### src/rtl/add64_seq_ctrl.sv
// Sequential 64-bit adder: one 16-bit slice reused over four cycles, with the carry registered between slices.
// Optional macro ADD64_SUB_EN enables subtraction (op=1 gives a-b; cout=1 means no borrow).
module add64_seq_ctrl (
  input  logic        clk,
  input  logic        rst,
  input  logic        start,
  input  logic [63:0] a,
  input  logic [63:0] b,
  input  logic        cin,
  input  logic        op,
  output logic        ready,
  output logic        done,
  output logic [63:0] sum,
  output logic        cout
);

  // state  | meaning
  // S_IDLE | ready=1, waiting for start
  // S_RUN  | adding slice cnt_q, four cycles
  // S_DONE | done=1 for one cycle, sum/cout valid
  typedef enum logic [1:0] {S_IDLE, S_RUN, S_DONE} state_t;

  state_t      state_q;
  logic [1:0]  cnt_q;
  logic [63:0] a_q, b_q, acc_q, sum_q;
  logic        carry_q, cout_q;

  logic [15:0] a_slice, b_slice;
  logic [16:0] slice_res;

`ifndef ADD64_SUB_EN
  logic op_unused;
  assign op_unused = op;
`endif

  always_comb begin
    a_slice   = a_q[{cnt_q, 4'b0000} +: 16];
    b_slice   = b_q[{cnt_q, 4'b0000} +: 16];
    slice_res = {1'b0, a_slice} + {1'b0, b_slice} + {16'd0, carry_q};
  end

  always_ff @(posedge clk or posedge rst) begin
    if (rst) begin
      state_q <= S_IDLE;
      cnt_q   <= 2'd0;
      a_q     <= 64'd0;
      b_q     <= 64'd0;
      acc_q   <= 64'd0;
      sum_q   <= 64'd0;
      carry_q <= 1'b0;
      cout_q  <= 1'b0;
    end else begin
      case (state_q)
        S_IDLE: begin
          if (start) begin
            a_q   <= a;
            cnt_q <= 2'd0;
`ifdef ADD64_SUB_EN
            // Subtract as a + ~b + 1; cin is deliberately ignored here.
            b_q     <= op ? ~b : b;
            carry_q <= op ? 1'b1 : cin;
`else
            b_q     <= b;
            carry_q <= cin;
`endif
            state_q <= S_RUN;
          end
        end
        S_RUN: begin
          acc_q[{cnt_q, 4'b0000} +: 16] <= slice_res[15:0];
          carry_q <= slice_res[16];
          cnt_q   <= cnt_q + 2'd1;
          if (cnt_q == 2'd3) begin
            sum_q   <= {slice_res[15:0], acc_q[47:0]};
            cout_q  <= slice_res[16];
            state_q <= S_DONE;
          end
        end
        S_DONE: state_q <= S_IDLE;
        default: state_q <= S_IDLE;
      endcase
    end
  end

  assign ready = (state_q == S_IDLE);
  assign done  = (state_q == S_DONE);
  assign sum   = sum_q;
  assign cout  = cout_q;

endmodule
### config.mk
export PLATFORM = sky130hd
export DESIGN_NAME = add64_seq_ctrl
export DESIGN_NICKNAME = d
export VERILOG_FILES = /design/src/rtl/add64_seq_ctrl.sv
export SDC_FILE = /design/constraint.sdc
export NUM_CORES = 1
export LEC_CHECK = 0
export CELL_PAD_IN_SITES_DETAIL_PLACEMENT = 1
export CELL_PAD_IN_SITES_GLOBAL_PLACEMENT = 2
export CORE_UTILIZATION = 39
export CTS_BUF_LIST = sky130_fd_sc_hd__clkbuf_4
export CTS_CLUSTER_DIAMETER = 120
export DETAILED_ROUTE_END_ITERATION = 6
export PLACE_DENSITY_LB_ADDON = 0.12
export SETUP_SLACK_MARGIN = 0.5
export SLEW_MARGIN = 20
export SYNTH_ARGS = -nofsm -noshare
export SYNTH_HDL_FRONTEND = slang
export SYNTH_SLANG_ARGS = --single-unit
### constraint.sdc
create_clock -name clk -period 17.8 [get_ports clk]
set_clock_uncertainty 0.15 [all_clocks]
set_input_delay 3.56 -clock clk [delete_from_list [all_inputs] [get_ports clk]]
set_output_delay 3.56 -clock clk [all_outputs]
set_load 0.03 [all_outputs]
## Word-level counts from Yosys, hierarchy flattened

Index checks and enable logic that the tools add are counted.

- Register bits after elaboration: 262
- Bits of input ports: 133

- Shifts and indexed selects: 4
- Multiplexer cells: 8
- Eq/ne operators: 5
- $add $sub $neg: 4
- Reductions and logical operators: 6

Operator list:

| operator | count |
|---|---|
| indexed part select 64 x 7 -> 16 bit | 2 |
| bitwise mux 64 bit | 1 |
| variable shift 16 x 8 -> 64 bit (first input constant) | 1 |
| indexed part select 16 x 8 -> 64 bit | 1 |
| adder 16 x 16 -> 17 bit | 1 |
| adder 17 x 1 -> 17 bit | 1 |
| negator 6 -> 8 bit | 1 |
| one-hot mux 2 bit (2 select lines) | 2 |
| AND reduction 2 bit | 4 |
| 2-to-1 mux 2 bit | 3 |
| equality test 2 bit (second input constant) | 2 |
| != test 2 bit (second input constant) | 2 |
| adder 2 x 1 -> 2 bit (second input constant) | 1 |
| equality test 2 x 1 -> 1 bit (second input constant) | 1 |
| zero test 2 bit | 1 |
| one-hot mux 1 bit (2 select lines) | 1 |
| nonzero test 2 bit | 1 |
| 2-to-1 mux 1 bit | 1 |

## Longest topological paths before layout

Gate-level depths: netlist (run 1).

- Depth after elaboration: 5
- Gate-level depth with buffers: 10
- Mapped depth without buffers: 8

## Worst setup path after synthesis (run 1)

No wires, ideal clock.

- Kind: input to register
- From: input port start
- To: register a_q[0]
- Required time: 17.525 ns
- Data arrival time: 4.467 ns
- Cell stages on the path: 4
- Buffers on the path: 2
- Setup slack: 13.058 ns
- Cell sequence: and2_1 clkbuf_1 buf_2 mux2_2

- Longest elaborated chain between the ends: 1

RTL lines:

| element | line | source |
|---|---|---|
| from (decl) | 6 | `input logic start,` |
| AND reduction 2 bit (no line) | -- |  |
| to (signal assigned) | 46 | `a_q <= 64'd0;` |
| to (signal assigned) | 56 | `a_q <= a;` |
| to (decl) | 25 | `logic [63:0] a_q, b_q, acc_q, sum_q;` |

Every way passes these cells.
A chain may end at the register's enable or synchronous reset.

## Final worst setup path (run 1)

- From: input port start
- To: register b_q[38]

- Longest elaborated chain between the ends: 1

RTL lines:

| element | line | source |
|---|---|---|
| AND reduction 2 bit (no line) | -- |  |
| to (signal assigned) | 47 | `b_q <= 64'd0;` |
| to (signal assigned) | 63 | `b_q <= b;` |
| to (decl) | 25 |  |

Every way passes these cells.

==> qor.csv, run 1 <==
stage,metric,value,unit
sta,Period minus WS final,5.76,ns
die,Initial Utilization,0.399,
sta,Fin Setup TNS,0,ns
sta,Slew headroom,0.298,
die,Cell Rows,60,
drt,DR pass1 iterations,4,
cts,Clock Path Buffers,3,
worst_hold_path,Min-Delay Path Class,reg2reg,
cts,CTS tree,done,
worst_setup_path,type of the worst setup path,in2reg,
die,Core ar.,27100,sq um
worst_setup_path,R2R cell count,8,
worst_setup_path,CP required,18.17,ns
synthesis,Post-Synthesis Cells,841,
drt,Vias/cell,5.05,
final_layout,Area Growth Syn to Fin,30.1,%
drt,DRT Wirelength,28000,microns
final_layout,fillers,2822,
worst_setup_path,worst r2r src,cnt_q[0],
sta,worst-margin pin slew,1.05,ns
synthesis,Seq cells post-synth,246,
cts,postcts setup bufs,0,
drt,First DRT Iteration DRCs,386,
sta,max-slew violations,0,
synthesis,"Cell Area, Synth",10800,sq um
status,status,finished clean,
global_route,Overflow after GRT,0,
global_route,number of global-route vias before repair,8200,
synthesis,Async SR Flop Fraction,1.00,
final_layout,nets,1226,
sta,RSZ-0062 raised after global routing,false,
worst_setup_path,"Max stage delay cell, worst path",buf_4,
synthesis,register area share after synthesis,0.570,
cts,post_cts resized,0,
place,IO buf count,198,
final_layout,"commonest cells after routing, fill and taps aside","dfrtp_1, clkdlybuf4s50_1, nand2_1",
worst_setup_path,crit path launch type,input pin,
synthesis,top_reg_cell synth,dfrtp_1,
cts,"Reg clk slew, reported paths",0.06,ns
cts,CTS Buf Count,69,
drt,Routed wire per std cell,18.8,microns
place,Final GP Congestion,0.750,
synthesis,syn_nets,996,
synthesis,synth unique cells,55,
worst_setup_path,crit path DAT,6.12,ns
global_route,first-pass GRT wire length,45300,microns
worst_setup_path,Worst Setup EP,b_q[38],
worst_setup_path,reg2reg setup slack,13.47,ns
cts,Max H-tree Level,3,
sta,Final Cycle Share,0.323,
die,Die Y,168,microns
place,DP HPWL,19200,microns
worst_setup_path,crit end category,register,
cts,root buffer cell,clkbuf_4,
synthesis,syn avg cell area,12.8,sq um
global_route,largest net degree at the start of global routing,117,
cts,cts hold-fix bufs,0,
worst_setup_path,R2R Path End,sum[56],
final_layout,"commonest non-fill, non-tap cell in the layout",dfrtp_1,
final_layout,share of post-route cells with drive strength above 1,0.273,
global_route,GRT Total Usage,0.206,
drt,Remaining DRCs,0,
die,num ports,200,
global_route,initial antenna violation count,4,
worst_setup_path,Critical Path Source,start,
die,Die X,168,microns
synthesis,number of synthesized flops with an enable pin,0,
synthesis,Ys Warns,0,
cts,Worst-Skew Late Latency,0.65,ns
sta,Final setup viols,0,
cts,Clock Sinks,246,
sta,final hold violation count,0,
drt,detailed-route via count,7544,
sta,fmax,0.174,GHz
run,max cap viols,0,
worst_setup_path,Critical Path Max Stage Delay,0.88,ns
die,DIE AREA,28400,sq um
drt,Post-DRT Antenna Nets,0,
worst_setup_path,CP Cell Sequence,clkdlybuf4s50_1 > and2_4 > buf_4 > mux2_2,
worst_setup_path,crit-path max FO,80,
[per-layer routing]
layer	global-route usage	vias to the layer above	part of all wire
li1	-	3502	-
met2	0.321	212	0.47
met3	0.0711	38	0.073
met4	0.0660	2	0.018
met5	0	-	0.00046
met1	0.271	3790	0.44
[cell usage after synthesis (all sizes together), types with 3 or more instances]
library cell	instances	area, sq um
a21o	7	52.6
a21oi	18	97.6
a221o	3	30.0
a22o	25	219
a31o	5	43.8
a32o	12	120
and2	5	31.3
buf	29	149
clkbuf	18	68.8
dfrtp	246	6160
ha	20	250
inv	8	30.0
mux2	132	1490
mux4	32	721
nand2	184	693
nand3	4	20.0
nand4	3	18.8
nor2	20	75.1
nor3	3	15.0
o211ai	4	30.0
o21a	5	37.5
o21ai	13	65.1
o31ai	8	60.1
or3	4	25.0
xnor2	6	52.6
[worst min path at each step]
stage                     startpoint  endpoint  slack (ns)  cells after the start
after CTS                  acc_q[43]   sum[43]        0.32                      2
after floorplan            acc_q[11]   sum[11]        0.29                      2
final                        sum[21]   sum[21]        0.32                      2
after detailed placement   acc_q[46]   sum[46]        0.30                      2
after global routing       acc_q[34]   sum[34]        0.34                      2
after global placement     acc_q[43]   sum[43]        0.30                      2
[final cells by class]
| class | count | area [sq um] | area share |
|---|---|---|---|
| Clock inverter | 11 | 121 | 0.00863 |
| Multi-Input combinational cell | 540 | 4410 | 0.314 |
| Inverter | 8 | 37.5 | 0.00267 |
| Clock buffer | 109 | 818 | 0.0582 |
| Antenna cell | 2 | 5.00 | 0.000356 |
| Tap cell | 372 | 465 | 0.0331 |
| Timing Repair Buffer | 206 | 2050 | 0.145 |
| Sequential cell | 246 | 6160 | 0.438 |
[per-stage QoR]
step	area, sq um	utilization	hold slack (ns)	cells	setup slack [ns]
final	14100	0.519	0.318	1494	12.04
after global routing	14100	0.519	0.336	1494	11.92
after CTS	14100	0.519	0.316	1492	12.06
after detailed placement	13100	0.484	0.305	1372	11.39
after global placement	13100	0.484	0.304	1372	11.38
after floorplan	10800	-	0.289	841	7.33
[registers in the layout (all words and copies together) (netlist names)]
register  flops
cout          1
a_q          64
sum          64
state_q       2
acc_q        48
carry_q       1
cnt_q         2
b_q          64
[kinds of logic after synthesis]
| family | share of synthesized area |
|---|---|
| xor gates and xnor gates | 0.00567 |
| and+or+nand+nor | 0.0878 |
| muxes | 0.206 |
| buffers and inverters | 0.0229 |
| adders and majority gates | 0.0269 |
| DFF | 0.570 |
| AOI/OAI and AO/OA | 0.0810 |
[critical path: cells and delay by family]
kind                   cells  cell delay [ns]
buffers and inverters      2             1.44
and+or+nand+nor            1             0.60
muxes                      1             0.42
Power of run 1 is left out: the tool's default activity adds up to more than one toggle a clock period on the data nets, which glitch-free logic cannot reach.
==> run 2: changes to the inputs <==
--- a/config.mk
+++ b/config.mk
@@ -7,7 +7,7 @@
 export LEC_CHECK = 0
 export CELL_PAD_IN_SITES_DETAIL_PLACEMENT = 1
 export CELL_PAD_IN_SITES_GLOBAL_PLACEMENT = 2
-export CORE_UTILIZATION = 39
+export CORE_UTILIZATION = 33
 export CTS_BUF_LIST = sky130_fd_sc_hd__clkbuf_4
 export CTS_CLUSTER_DIAMETER = 120
 export DETAILED_ROUTE_END_ITERATION = 6
==> constraint.sdc (replaced) <==
create_clock -name clk -period 5.1 [get_ports clk]
set_clock_uncertainty 0.15 [all_clocks]
set_input_delay 1.02 -clock clk [delete_from_list [all_inputs] [get_ports clk]]
set_output_delay 1.02 -clock clk [all_outputs]
set_load 0.03 [all_outputs]
==> run 2 against run 1 <==
Design area rose by 0.57%. Utilization fell by 7.5 points. Routed wire length rose by 4.0%. Final cell count rose by 4.5%. Sequential share of layout area fell by 0.25 points. Flip-flop and latch count did not move. Worst hold slack got worse by 0.0059 ns. Register-to-register slack got worse by 12 ns. Critical endpoint is now sum[56].
==> qor.csv, run 2 (synthesized netlist as in run 1, its figures left out) <==
stage,metric,value,unit
place,DP Worst Slack,0.946,ns
cts,root buffer cell,clkbuf_4,
die,DIE AREA,33500,sq um
die,Initial Utilization,0.339,
global_route,initial antenna violation count,5,
global_route,GRT Total Usage,0.180,
global_route,largest net degree at the start of global routing,113,
drt,Vias/cell,4.86,
worst_setup_path,crit-path max FO,16,
cts,CTS tree,done,
cts,"Reg clk slew, reported paths",0.06,ns
run,max cap viols,0,
final_layout,"commonest non-fill, non-tap cell in the layout",dfrtp_1,
worst_setup_path,"Max stage delay cell, worst path",dfrtp_2,
place,DP HPWL,20400,microns
sta,Final Cycle Share,0.799,
sta,worst-margin pin slew,1.09,ns
place,Final GP Congestion,0.721,
drt,DR pass1 iterations,4,
drt,DRT Wirelength,29200,microns
place,IO buf count,198,
worst_setup_path,crit path launch type,register,
drt,First DRT Iteration DRCs,268,
global_route,Overflow after GRT,0,
cts,Clock Path Buffers,3,
worst_setup_path,Critical Path Max Stage Delay,0.70,ns
sta,max-slew violations,0,
drt,Remaining DRCs,0,
drt,Post-DRT Antenna Nets,0,
cts,postcts setup bufs,0,
worst_setup_path,crit end category,register,
drt,detailed-route via count,7590,
die,Die Y,183,microns
sta,Setup WS post-layout,1.02,ns
global_route,number of global-route vias before repair,8304,
global_route,first-pass GRT wire length,46500,microns
die,num ports,200,
cts,cts hold-fix bufs,0,
sta,Fin Setup TNS,0,ns
status,status,finished clean,
cts,CTS Buf Count,71,
final_layout,nets,1230,
drt,Routed wire per std cell,18.7,microns
sta,final hold violation count,0,
sta,fmax,0.245,GHz
worst_setup_path,crit path DAT,4.49,ns
worst_setup_path,CP required,5.52,ns
sta,Slew headroom,0.270,
final_layout,Area Growth Syn to Fin,30.9,%
sta,Period minus WS final,4.08,ns
cts,Clock Sinks,246,
worst_setup_path,type of the worst setup path,reg2reg,
sta,RSZ-0062 raised after global routing,false,
die,Cell Rows,65,
final_layout,share of post-route cells with drive strength above 1,0.274,
cts,Worst-Skew Late Latency,0.67,ns
place,dpl cell area,13200,sq um
final_layout,final instance area,14100,sq um
cts,post_cts resized,0,
final_layout,"commonest cells after routing, fill and taps aside","dfrtp_1, clkdlybuf4s50_1, nand2_1",
die,Core ar.,31900,sq um
die,Die X,183,microns
cts,Max H-tree Level,3,
worst_hold_path,Min-Delay Path Class,reg2reg,
sta,Final setup viols,0,
worst_setup_path,CP Cell Sequence,buf_4 > mux4_2 > fa_1 > a21o_1 > a311oi_2 > o21ai_0 > xnor2_1 > mux2_2,
-- run 2: changes by cell type in the layout (fill, tap and decap cells not counted), sizes merged --
cell,delta
bufinv,-2
clkinv,+3
clkbuf,-1
inv,+1
buf,+2
clkinvlp,+1
-- run 2: layout make-up --
type,count,area [sq um]
fill,3420,17700
sequential,246,6160
multi-input combinational,540,4420
timing repair buffer,208,2090
clock buffer,108,811
tap,435,544
clock inverter,14,80.1
inverter,8,33.8
antenna,2,5.00
-- run 2: worst paths after layout --
| kind | start | to | slack (ns) | cells after the start |
|---|---|---|---|---|
| max | cnt_q[0] | sum[56] | 1.02 | 8 |
| min | acc_q[46] | sum[46] | 0.31 | 2 |
| max reg2reg | cnt_q[0] | sum[56] | 1.02 | 8 |
| min reg2reg | acc_q[46] | sum[46] | 0.31 | 2 |
| max in group asynchronous | rst | b_q[6] | 3.34 | 3 |
| min in group asynchronous | rst | sum[6] | 0.52 | 2 |
-- run 2: through the flow --
stage                     hold WS [ns]  utilization  cells
after floorplan                  0.289            -    841
after global placement           0.307        0.416   1437
after detailed placement         0.312        0.416   1437
after CTS                        0.295        0.444   1559
after global routing             0.344        0.444   1560
final                            0.312        0.444   1561
-- run 2: critical path, delay by kind of cell, from the launching register on --
family                     cells  cell delay, ns
xor gates and xnor gates       1            0.49
buffers and inverters          1            0.42
DFF                            1            0.70
AOI/OAI and AO/OA              3            0.88
adders and majority gates      1            0.48
muxes                          2            0.88
-- run 2: routing by layer --
metal	global-route usage	vias to the layer above	routed length, microns
met2	0.285	214	13600
li1	-	3525	-
met4	0.0623	6	735
met3	0.0624	65	2170
met1	0.228	3780	12600
met5	0	-	40
Power of run 2 is left out for the same reason.
